<file path="config.mk">
export PLATFORM = sky130hd
export DESIGN_NAME = decoder_feed_arbiter
export DESIGN_NICKNAME = d
export VERILOG_FILES = /design/src/rtl/decoder_feed_pkg.sv /design/src/rtl/feed_rr_arb.sv /design/src/rtl/decoder_feed_arbiter.sv
export SDC_FILE = /design/constraint.sdc
export NUM_CORES = 1
export LEC_CHECK = 0
export ABC_AREA = 1
export BUFFER_PORTS_ARGS = -buffer_cell sky130_fd_sc_hd__buf_4
export CORE_MARGIN = 3
export CORE_UTILIZATION = 37
export DETAILED_ROUTE_END_ITERATION = 10
export MAX_ROUTING_LAYER = met4
export PLACE_DENSITY = 0.67
export SLEW_MARGIN = 20
export SYNTH_ARGS = -nofsm -noshare
export SYNTH_HDL_FRONTEND = slang
export SYNTH_SLANG_ARGS = --single-unit
export TNS_END_PERCENT = 30
</file>
<file path="constraint.sdc">
create_clock -name clk -period 2 [get_ports clk]
set_input_delay 0.4 -clock clk [delete_from_list [all_inputs] [get_ports clk]]
set_output_delay 0.4 -clock clk [all_outputs]
set_load 0.005 [all_outputs]
</file>
<file path="src/rtl/decoder_feed_pkg.sv">
// Shared definitions for the decoder feed arbiter: FSM encoding, error codes,
// parameter defaults and the completion status record.
package decoder_feed_pkg;

  localparam int TIMEOUT_DEF   = 256;
  localparam int MAX_WORDS_DEF = 16384;
  localparam int WCNT_W        = 14;
  localparam int NUM_SRC       = 2;

  localparam logic [2:0] ST_IDLE     = 3'd0;
  localparam logic [2:0] ST_DRST     = 3'd1;
  localparam logic [2:0] ST_STREAM   = 3'd2;
  localparam logic [2:0] ST_DRAIN    = 3'd3;
  localparam logic [2:0] ST_WAIT_FIN = 3'd4;
  localparam logic [2:0] ST_DONE     = 3'd5;

  localparam logic [1:0] ERR_NONE     = 2'b00;
  localparam logic [1:0] ERR_TIMEOUT  = 2'b01;
  localparam logic [1:0] ERR_OVERFLOW = 2'b10;

  typedef struct packed {
    logic       src;
    logic       ok;
    logic [1:0] err;
  } pkt_status_t;

endpackage

</file>
<file path="src/rtl/feed_rr_arb.sv">
// Two-way round-robin grant. The pointer names the preferred source on a tie
// and moves away from the source that just completed.
module feed_rr_arb
  import decoder_feed_pkg::*;
(
  input  logic               clk,
  input  logic               reset,
  input  logic [NUM_SRC-1:0] req,
  input  logic               done,
  input  logic               done_src,
  output logic               gnt
);

  logic ptr;

  always_ff @(posedge clk or negedge reset) begin
    if (!reset)    ptr <= 1'b0;
    else if (done) ptr <= ~done_src;
  end

  always_comb begin
    gnt = ptr;
    if (req == 2'b01)      gnt = 1'b0;
    else if (req == 2'b10) gnt = 1'b1;
  end

endmodule

</file>
<file path="src/rtl/decoder_feed_arbiter.sv">
// Streams whole packets from one of two requesters into a single decoder,
// resetting the decoder per packet and reporting completion status.
module decoder_feed_arbiter
  import decoder_feed_pkg::*;
#(
  parameter int TIMEOUT   = TIMEOUT_DEF,
  parameter int MAX_WORDS = MAX_WORDS_DEF
) (
  input  logic        clk,
  input  logic        reset,
  input  logic        req0,
  input  logic        req1,
  input  logic [31:0] data0,
  input  logic [31:0] data1,
  input  logic        last0,
  input  logic        last1,
  output logic        rd0,
  output logic        rd1,
  output logic [31:0] dec_data,
  output logic        dec_start,
  output logic        dec_reset,
  input  logic        dec_fin,
  input  logic        dec_ok,
  output logic        pkt_done,
  output logic        pkt_src,
  output logic        pkt_ok,
  output logic [1:0]  pkt_err
);

  localparam int TCNT_W = $clog2(TIMEOUT + 1);

  logic [2:0]        state, state_d;
  logic              gnt, gnt_arb;
  logic [WCNT_W-1:0] wcnt;
  logic [TCNT_W-1:0] tcnt;
  logic              fin_q, fin_seen, fin_seen_d, ok_lat, ok_lat_d;
  logic [1:0]        err, err_d;
  logic              pop, pop_last, fin_rise, wcnt_full;
  logic [31:0]       pop_word;
  pkt_status_t       stat;

  feed_rr_arb u_arb (
    .clk      (clk),
    .reset    (reset),
    .req      ({req1, req0}),
    .done     (pkt_done),
    .done_src (gnt),
    .gnt      (gnt_arb)
  );

  assign pop       = (state == ST_STREAM) || (state == ST_DRAIN);
  assign pop_word  = gnt ? data1 : data0;
  assign pop_last  = gnt ? last1 : last0;
  assign rd0       = pop & ~gnt;
  assign rd1       = pop & gnt;
  assign dec_reset = (state == ST_DRST);
  assign pkt_done  = (state == ST_DONE);
  assign fin_rise  = dec_fin & ~fin_q;
  assign wcnt_full = (wcnt == WCNT_W'(MAX_WORDS - 1));

  assign pkt_src = stat.src;
  assign pkt_ok  = stat.ok;
  assign pkt_err = stat.err;

  always_comb begin
    state_d    = state;
    fin_seen_d = fin_seen;
    ok_lat_d   = ok_lat;
    err_d      = err;
    if ((state == ST_STREAM || state == ST_WAIT_FIN) && fin_rise) begin
      fin_seen_d = 1'b1;
      ok_lat_d   = dec_ok;
    end
    case (state)
      ST_IDLE:   if (req0 | req1) state_d = ST_DRST;
      ST_DRST: begin
        state_d    = ST_STREAM;
        fin_seen_d = 1'b0;
        ok_lat_d   = 1'b0;
        err_d      = ERR_NONE;
      end
      ST_STREAM: begin
        if (pop_last) state_d = ST_WAIT_FIN;
        else if (wcnt_full) begin
          err_d   = ERR_OVERFLOW;
          state_d = ST_DRAIN;
        end
      end
      ST_DRAIN:  if (pop_last) state_d = ST_DONE;
      ST_WAIT_FIN: begin
        if (fin_seen) state_d = ST_DONE;
        else if (tcnt == TCNT_W'(TIMEOUT - 1)) begin
          err_d   = ERR_TIMEOUT;
          state_d = ST_DONE;
        end
      end
      ST_DONE:   state_d = ST_IDLE;
      default:   state_d = ST_IDLE;
    endcase
  end

  always_ff @(posedge clk or negedge reset) begin
    if (!reset) begin
      state     <= ST_IDLE;
      gnt       <= 1'b0;
      wcnt      <= '0;
      tcnt      <= '0;
      fin_q     <= 1'b0;
      fin_seen  <= 1'b0;
      ok_lat    <= 1'b0;
      err       <= ERR_NONE;
      dec_data  <= '0;
      dec_start <= 1'b0;
      stat      <= '0;
    end else begin
      state    <= state_d;
      fin_q    <= dec_fin;
      fin_seen <= fin_seen_d;
      ok_lat   <= ok_lat_d;
      err      <= err_d;
      if (state == ST_IDLE && (req0 | req1)) gnt <= gnt_arb;
      wcnt <= (state == ST_STREAM) ? wcnt + 1'b1 : '0;
      tcnt <= (state == ST_WAIT_FIN) ? tcnt + 1'b1 : '0;
      // Words popped while draining an overflowed packet never reach the decoder.
      dec_start <= (state == ST_STREAM);
      dec_data  <= (state == ST_STREAM) ? pop_word : '0;
      // Status is loaded on DONE entry so it is already valid during the pulse.
      if (state_d == ST_DONE && state != ST_DONE) begin
        stat.src <= gnt;
        stat.ok  <= (err_d == ERR_NONE) && ok_lat_d;
        stat.err <= err_d;
      end
    end
  end

endmodule
</file>
==> run summary, run 1 <==
Counting the buffers created by CTS gives 9. The count of final setup violators is 0. The I/O pin count is roughly 110.

The depth of the most critical reg-to-reg path is 15. The critical path ends at pkt_err[0]$_DFFE_PN0P_. The number of pins with negative max-slew slack in the final report is 0. Dividing the detail-routed wire length by the instance count gives between 10 and 15 um. The worst slew margin relative to its limit is 0.731. The number of global-route vias before repair is 2825.

Counting flops and latches in the post-synthesis netlist gives 70. The first-pass GRT wire length came out at ~13 mm. The flow ran to the end, and the final reports show no timing, DRC or antenna violations.

Detailed placement ended at an HPWL of ~5.9 mm. The post-detailed-placement cell area came out at just over 4000 um2. The critical path is of the flop to flop type.

The post-synth design cell area is 3090 um2. The floorplan has 32 rows. The die is 97.3 um tall. The count of warnings emitted by yosys came out at 0.

The share of the yosys chip area belonging to registers is 0.568. The filler cells instantiated in the layout total about 750. The top routing layer in use is met4. Setup repair after global routing could not meet its margin everywhere. The kind of capture point of the worst setup path is a flop.

The maximum number of buffers from clock root to sink came out at 2. The final-report hold violation count came to 0. The die area is 9470 um2. Compared with the post-synthesis result, the final layout area differs by 41.0%.

Timing would allow up to approximately 530 MHz. The power density over the cells is around 1100 nW/um2. In this run the remaining antenna-violating nets after routing total 0. The worst reg-to-reg setup slack is just under 0.1 ns.

The total number of clock tree sinks is 70. Synthesis handed over a netlist of 353 instances. Entering global routing, the biggest net connects 31 pins. The last weighted congestion value of the routability-driven placer is about 0.80. The mean instance size in the synthesized netlist is around 8.7 um2. Global routing finished with a remaining overflow of 0. Max-cap violations in this run came to 0. The clock edge transition at the registers on the reported setup and hold paths is 0.08 ns. After the last flow step, the layout net total stands at about 560.

The number of antenna violations at the first check in global routing came out at 0. The most critical setup path has its startpoint at tcnt[0]$_DFF_PN0_. The pin slew with the least headroom to its limit is ~0.4 ns.

The data arrival time of the worst path is 2.13 ns. The repair_antennas step left the layout with diodes totalling 0. The first-iteration detailed-routing DRC count came out at around 130. For this run, the detailed router's first-pass iteration total came to 4. The overall power of the completed layout is 4.57 mW. The worst setup path is launched from a flop. From left edge to right edge, the die measures 97.3 um.

The setup clock skew after layout is between 0.01 and 0.015 ns. The total routed wire length on the met1 layer came out at 3.11 mm. The final layout contains routed wiring with a total length of ~7.7 mm. The finished layout cell area is approximately 4400 um2. The routed wire length on met2 came out at between 3 and 4 mm.

CTS placed an instance of sky130_fd_sc_hd__clkbuf_8 at the clock tree root. The area of the placeable core is between 7000 and 8000 um2. Dividing the detail-routed via count by the number of cells gives ~4.7.

The post-synthesis net count is 428. TritonCTS built the clock tree. The largest fanout on the critical path is 6. The final worst-path cycle share came out at 0.951. The type of the tightest min-delay check is input pin to flop. The fraction of layout cells with a size suffix above 1 is 0.363.

The via count of the routed design is 2772. In the detailed route, the total length drawn on met3 is about 640 um. The startpoint identified for the worst register-to-register timing path is tcnt[0]$_DFF_PN0_. For this configuration, the core starts out at a cell density of 0.389.

For this run, design rule violations remaining after detail routing come to 0. In this run the critical register-to-register path is captured at pkt_err[0]$_DFFE_PN0P_. The worst-case IR drop observed on VDD is ~0.6 mV. Across every metal layer, demand over resource in global routing totals 0.170. The count of port buffers added during placement is around 110. Yosys mapped the design onto 29 distinct sky130hd cell types.

The critical path required time is 2.23 ns. The final period demand of the worst path is 1.90 ns. The clock insertion delay at the later pin of the skew report is between 0.3 and 0.4 ns. The leakage dissipation is ~2.2 nW. The H-tree was split into 3 levels.
## cells in the mapped netlist
master	instances	share of area
sky130_fd_sc_hd__nor3_1	6	0.0097
sky130_fd_sc_hd__nor2_4	4	0.015
sky130_fd_sc_hd__buf_2	3	0.0049
sky130_fd_sc_hd__clkbuf_1	7	0.0085
sky130_fd_sc_hd__ha_1	3	0.012
sky130_fd_sc_hd__xor2_1	1	0.0028
sky130_fd_sc_hd__nor2_2	2	0.0041
sky130_fd_sc_hd__nor3b_1	1	0.0024
sky130_fd_sc_hd__nand3_1	12	0.019
sky130_fd_sc_hd__nor2_1	27	0.033
sky130_fd_sc_hd__nand2_4	4	0.015
sky130_fd_sc_hd__o21ai_1	4	0.0065
sky130_fd_sc_hd__inv_4	1	0.0020
sky130_fd_sc_hd__nand2_1	99	0.12
sky130_fd_sc_hd__o22ai_1	1	0.0020
sky130_fd_sc_hd__o21a_1	2	0.0049
sky130_fd_sc_hd__nand3_2	1	0.0032
sky130_fd_sc_hd__inv_1	29	0.035
sky130_fd_sc_hd__nand3b_1	1	0.0024
sky130_fd_sc_hd__nor3_2	1	0.0032
sky130_fd_sc_hd__nand2_2	4	0.0081
sky130_fd_sc_hd__dfrtp_1	70	0.57
sky130_fd_sc_hd__buf_6	1	0.0036
sky130_fd_sc_hd__o21ai_2	1	0.0028
sky130_fd_sc_hd__inv_2	4	0.0049
sky130_fd_sc_hd__o21ai_0	12	0.019
sky130_fd_sc_hd__a21oi_1	49	0.079
sky130_fd_sc_hd__a21oi_2	2	0.0057
sky130_fd_sc_hd__nand4_1	1	0.0020
## area by class of cell
cell class / count / area [um2] / share of cell area
Multi-Input combinational cell: 238 / 1190 / 0.274
Tap cell: 102 / 128 / 0.0293
Sequential cell: 70 / 1750 / 0.403
Inverter: 34 / 130 / 0.0299
Timing Repair Buffer: 127 / 968 / 0.223
Clock inverter: 5 / 50.0 / 0.0115
Clock buffer: 11 / 131 / 0.0302
## worst max-delay path, stage by stage (launching register included)
cell	delay (ns)
sky130_fd_sc_hd__dfrtp_1	0.37
sky130_fd_sc_hd__ha_2	0.21
sky130_fd_sc_hd__nand2_2	0.07
sky130_fd_sc_hd__nor2_4	0.12
sky130_fd_sc_hd__inv_2	0.05
sky130_fd_sc_hd__nor2_4	0.12
sky130_fd_sc_hd__nand3_2	0.09
sky130_fd_sc_hd__nor2_2	0.12
sky130_fd_sc_hd__ha_2	0.18
sky130_fd_sc_hd__inv_2	0.04
sky130_fd_sc_hd__nand3_2	0.07
sky130_fd_sc_hd__a21oi_2	0.06
sky130_fd_sc_hd__nand2_4	0.08
sky130_fd_sc_hd__nand2_4	0.07
sky130_fd_sc_hd__nor2_4	0.09
sky130_fd_sc_hd__nor2_1	0.04
## placed cells by master (no fill, tap or decap)
| cell type | instances |
|---|---|
| sky130_fd_sc_hd__nand2_2 | 6 |
| sky130_fd_sc_hd__o21ai_0 | 11 |
| sky130_fd_sc_hd__o21a_1 | 2 |
| sky130_fd_sc_hd__o22ai_1 | 1 |
| sky130_fd_sc_hd__nor2_4 | 6 |
| sky130_fd_sc_hd__a21oi_2 | 3 |
| sky130_fd_sc_hd__a21oi_1 | 48 |
| sky130_fd_sc_hd__nor3b_1 | 1 |
| sky130_fd_sc_hd__ha_1 | 1 |
| sky130_fd_sc_hd__nor3_1 | 6 |
| sky130_fd_sc_hd__inv_2 | 6 |
| sky130_fd_sc_hd__clkinv_2 | 4 |
| sky130_fd_sc_hd__clkbuf_1 | 2 |
| sky130_fd_sc_hd__nor2_1 | 24 |
| sky130_fd_sc_hd__dlygate4sd3_1 | 1 |
| sky130_fd_sc_hd__nand4_1 | 1 |
| sky130_fd_sc_hd__dfrtp_1 | 70 |
| sky130_fd_sc_hd__bufinv_16 | 1 |
| sky130_fd_sc_hd__nor2_2 | 3 |
| sky130_fd_sc_hd__buf_4 | 125 |
| sky130_fd_sc_hd__o21ai_2 | 1 |
| sky130_fd_sc_hd__o21ai_1 | 5 |
| sky130_fd_sc_hd__nand3b_1 | 1 |
| sky130_fd_sc_hd__nand2_4 | 4 |
| sky130_fd_sc_hd__inv_1 | 27 |
| sky130_fd_sc_hd__nand2_1 | 97 |
| sky130_fd_sc_hd__ha_2 | 2 |
| sky130_fd_sc_hd__inv_4 | 1 |
| sky130_fd_sc_hd__nand3_1 | 10 |
| sky130_fd_sc_hd__xor2_1 | 1 |
| sky130_fd_sc_hd__nor3_2 | 1 |
| sky130_fd_sc_hd__nand3_2 | 3 |
| sky130_fd_sc_hd__buf_12 | 1 |
| sky130_fd_sc_hd__clkbuf_8 | 9 |
## sequential cells by signal, indices dropped and copies added, names as in the netlist
register / cells
fin_seen: 1
pkt_ok: 1
err: 2
wcnt: 14
dec_data: 32
gnt: 1
dec_start: 1
fin_q: 1
pkt_src: 1
ok_lat: 1
state: 3
pkt_err: 2
tcnt: 9
u_arb.ptr: 1
## layer usage
layer | GRT usage | vias to the layer above
li1 | - | 1382
met1 | 0.190 | 1291
met2 | 0.280 | 84
met3 | 0.0546 | 15
met4 | 0.0735 | 0
met5 | - | -
## worst min-delay path by stage
stage | start | endpoint | slack [ns] | cells past startpoint
6_report | dec_fin | fin_q$_DFF_PN0_ | 0.18 | 1
5_1_grt | dec_fin | fin_q$_DFF_PN0_ | 0.16 | 1
4_1_cts | dec_fin | fin_q$_DFF_PN0_ | 0.16 | 1
3_5_place_dp | reset | dec_data[30]$_DFF_PN0_ | 0.36 | 1
3_3_place_gp | reset | dec_data[28]$_DFF_PN0_ | 0.36 | 1
2_1_floorplan | reset | dec_data[0]$_DFF_PN0_ | 0.10 | 0
## where the power goes
part	switching (mW)	total (mW)	internal (mW)
logic	0.943	1.67	0.730
registers	0.139	1.84	1.70
clock network	0.496	1.06	0.568
total	1.58	4.57	3.00
## metrics by stage
| stage | setup TNS [ns] | util | worst slack (ns) | hold WS [ns] | std cells |
|---|---|---|---|---|---|
| 3_5_place_dp | 0 | 0.515 | 0.0184 | 0.358 | 565 |
| 5_1_grt | -0.243 | 0.549 | -0.0742 | 0.162 | 587 |
| 3_3_place_gp | 0 | 0.515 | 0.0796 | 0.356 | 565 |
| 6_report | 0 | 0.549 | 0.0987 | 0.175 | 587 |
| 2_1_floorplan | 0 | - | 0.195 | 0.104 | 353 |
| 4_1_cts | 0 | 0.539 | 0.0119 | 0.158 | 582 |
## cell families (layout without fill, tap and decap cells)
logic type	after synthesis	after routing	share of synthesized area
compound gates	71	71	0.121
xor+xnor	1	1	0.00284
fa+ha+maj	3	3	0.0122
buf+inv	45	177	0.0592
flops	70	70	0.568
simple gates	163	163	0.237
## timing repair
action / CTS / global route
buffers inserted: 0 / 5
hold buffers: 1 / 0
endpoints found under the hold margin: 27 / 0
gates resized for setup: 0 / 15
endpoints found under the setup margin: 0 / 6
No activity file was read; power rests on OpenSTA's default activity.
==> run 2: changes to the inputs <==
Clock period 2 ns to 1.8 ns, I/O delays scaled along.
==> run summary, run 2 (synthesis gave the netlist of run 1 again) <==
The final setup TNS is -0.176 ns (was 0 ns). The worst slew margin relative to its limit came to 0.653 (was 0.731). The via count of the routed design is 2737 (was 2772). The initial standard-cell utilization of the core came out at 0.389 (unchanged). The horizontal extent of the die came out at 97.3 um (unchanged). The count of nets left with antenna violations after detail routing was 0 (unchanged). Commonest cells after routing, fill and taps aside: sky130_fd_sc_hd__buf_4 (126), sky130_fd_sc_hd__nand2_1 (96), sky130_fd_sc_hd__dfrtp_1 (70), sky130_fd_sc_hd__a21oi_1 (48), sky130_fd_sc_hd__inv_1 (27) (was sky130_fd_sc_hd__buf_4 (125), sky130_fd_sc_hd__nand2_1 (97), sky130_fd_sc_hd__dfrtp_1 (70), sky130_fd_sc_hd__a21oi_1 (48), sky130_fd_sc_hd__inv_1 (27)). The setup clock skew after layout came out at 0.00768 ns (was 0.0103 ns).

The relative area change from synthesis to final layout is 41.1% (was 41.0%). The post-detailed-route DRC marker count came out at 0 (unchanged). The final-report hold violation count came out at 0 (unchanged). The count of final setup violators came out at 4 (was 0). The sum of routed wire length over all layers is 7.76 mm (was 7.67 mm). The worst setup slack after placement is -0.0967 ns (was 0.0184 ns). The final period demand of the worst path is 1.87 ns (was 1.90 ns). The pin slew with the least headroom to its limit came out at 0.521 ns (was 0.403 ns). The type of the worst setup path is flop to flop (unchanged). The pin count of the biggest net entering global routing is 41 (was 31).

The worst ir drop on vdd came out at 0.628 mV (was 0.604 mV). The I/O pin count is 113 (unchanged). The clock tree from TritonCTS was done (unchanged). The type of the tightest min-delay check is input pin to flop (unchanged).

The final-layout worst hold slack came to 0.128 ns (was 0.175 ns). The data arrival time of the worst path is 2.15 ns (was 2.13 ns). The number of buffers created by CTS came out at 9 (unchanged). The number of flip-flops under the largest register name is 32 (unchanged). The number of maximum-capacitance violations came out at 0 (unchanged). The post-DP HPWL is 5.83 mm (was 5.91 mm).

The start point of the worst hold path is dec_fin (unchanged). The last weighted congestion value of the routability-driven placer is 0.788 (was 0.797). The fraction of layout cells with a size suffix above 1 came to 0.366 (was 0.363). The power density over the cells was 1180 nW/um2 (was 1050 nW/um2). The final worst-path cycle share came out at 1.04 (was 0.951). The clock insertion delay at the later pin of the skew report is 0.34 ns (was 0.33 ns).

The vertical die dimension came to 97.3 um (unchanged). The highest achievable clock rate is 534 MHz (was 526 MHz). The maximum number of buffers from clock root to sink is 2 (unchanged). The area of the placeable core was 7930 um2 (unchanged). The beginning of the critical path was tcnt[1]$_DFF_PN0_ (was tcnt[0]$_DFF_PN0_).

The largest fanout on the critical path was 3 (was 6). The net count of the finished layout is 555 (unchanged). The count of port buffers added during placement is 112 (unchanged). The cell at the root of the clock tree was sky130_fd_sc_hd__clkbuf_8 (unchanged).

The clock edge transition at the registers on the reported setup and hold paths is 0.07 ns (was 0.08 ns). The kind of capture point of the worst setup path is a flop (unchanged). The antenna diode count is 0 (unchanged). The number of global-route vias before repair came out at 2844 (was 2825). The number of pins with negative max-slew slack in the final report came to 0 (unchanged). Setup repair after global routing missed its margin: true (unchanged). The deepest level of the CTS H-tree was 3 (unchanged).

The first-pass GRT wire length came out at 12.9 mm (was 12.6 mm). The launching element type of the critical path is a flop (unchanged). The register with the most flip-flops is dec_data (unchanged). Largest registers: dec_data (32), wcnt (14), tcnt (9) (unchanged). Result of the run: finished, violations left (was finished clean). The remaining global-route overflow is 0 (unchanged). The number of fillers in the final layout is 738 (was 754).

The number of optimization iterations in the first detailed-route pass came out at 4 (unchanged). The origin of the critical flop-to-flop path is tcnt[1]$_DFF_PN0_ (was tcnt[0]$_DFF_PN0_). The leakage dissipation is 2.24 nW (about the same).

The most common library cell in the layout ignoring fill and taps was sky130_fd_sc_hd__buf_4 (unchanged). The first-iteration detailed-routing DRC count came to 141 (was 132). The checks that failed: setup timing.

The die area is 9470 um2 (unchanged). The via-per-instance ratio was 4.67 (was 4.72). The overall routing resource usage came out at 0.176 (was 0.170). The critical path required time is 2.08 ns (was 2.23 ns).

The total number of clock tree sinks is 70 (unchanged). The post-layout worst setup margin is -0.0741 ns (was 0.0987 ns). The per-cell routed wire length is 13.2 um (was 13.1 um). The number of antenna violations at the first check in global routing is 0 (unchanged). The number of rows created at floorplan came out at 32 (unchanged).
-- run 2: path summary, 6_finish.rpt --
| kind | to | slack (ns) | depth (start not counted) |
|---|---|---|---|
| worst max register to register | pkt_ok$_DFFE_PN0P_ | -0.07 | 14 |
| max in group asynchronous | pkt_ok$_DFFE_PN0P_ | 0.63 | 3 |
| min in group asynchronous | dec_data[31]$_DFF_PN0_ | 0.55 | 2 |
| worst min register to register | wcnt[0]$_DFF_PN0_ | 0.48 | 1 |
| worst min-delay path | fin_q$_DFF_PN0_ | 0.13 | 1 |
| worst max-delay path | pkt_ok$_DFFE_PN0P_ | -0.07 | 14 |
-- run 2: critical path, stage by stage, from the launching register on --
cell                      delay (ns)
sky130_fd_sc_hd__dfrtp_1        0.36
sky130_fd_sc_hd__ha_2           0.20
sky130_fd_sc_hd__nand2_2        0.07
sky130_fd_sc_hd__nor2_4         0.12
sky130_fd_sc_hd__inv_2          0.05
sky130_fd_sc_hd__nor2_4         0.11
sky130_fd_sc_hd__nand3_2        0.07
sky130_fd_sc_hd__nor2_1         0.12
sky130_fd_sc_hd__ha_2           0.18
sky130_fd_sc_hd__inv_2          0.04
sky130_fd_sc_hd__o21ai_1        0.13
sky130_fd_sc_hd__nand2_1        0.11
sky130_fd_sc_hd__a21oi_2        0.15
sky130_fd_sc_hd__nand2_1        0.06
sky130_fd_sc_hd__nand2_1        0.05
-- run 2: final cells by class --
cell class	instances	area [um2]	share of cell area
clock buffer	15	186	0.0428
multi-input combinational	238	1200	0.276
tap	102	128	0.0293
inverter	34	130	0.0299
sequential	70	1750	0.402
timing repair buffer	127	956	0.220
-- run 2: per-stage QoR --
stage	instance area, um2	instances	util	power, mW
global route	4350	586	0.549	5.51
global placement	4090	568	0.516	3.90
CTS	4290	584	0.542	5.17
finish	4350	586	0.549	5.14
detailed placement	4090	568	0.516	3.94
floorplan	3090	353	-	3.05
-- run 2: power breakdown --
group	internal [mW]	switching [mW]	leakage [nW]
combinational	0.813	1.07	1.20
sequential	1.89	0.166	0.950
clock	0.646	0.561	0.0958
total	3.35	1.80	2.24
-- run 2: what timing repair did --
item	4_1_cts	5_1_grt
buffers inserted	0	2
resized for setup	1	15
hold buffers	1	0
pin swaps	1	9
setup endpoints to repair	4	8
endpoints found under the hold margin	1	0
cloned	0	0
-- run 2: routing by layer --
layer  track usage  wire [um]  vias to the layer above
li1              -          -                     1379
met3        0.0474        570                       10
met4        0.0735        140                        0
met5             -          0                        -
met2         0.280       3710                       88
met1         0.212       3340                     1260
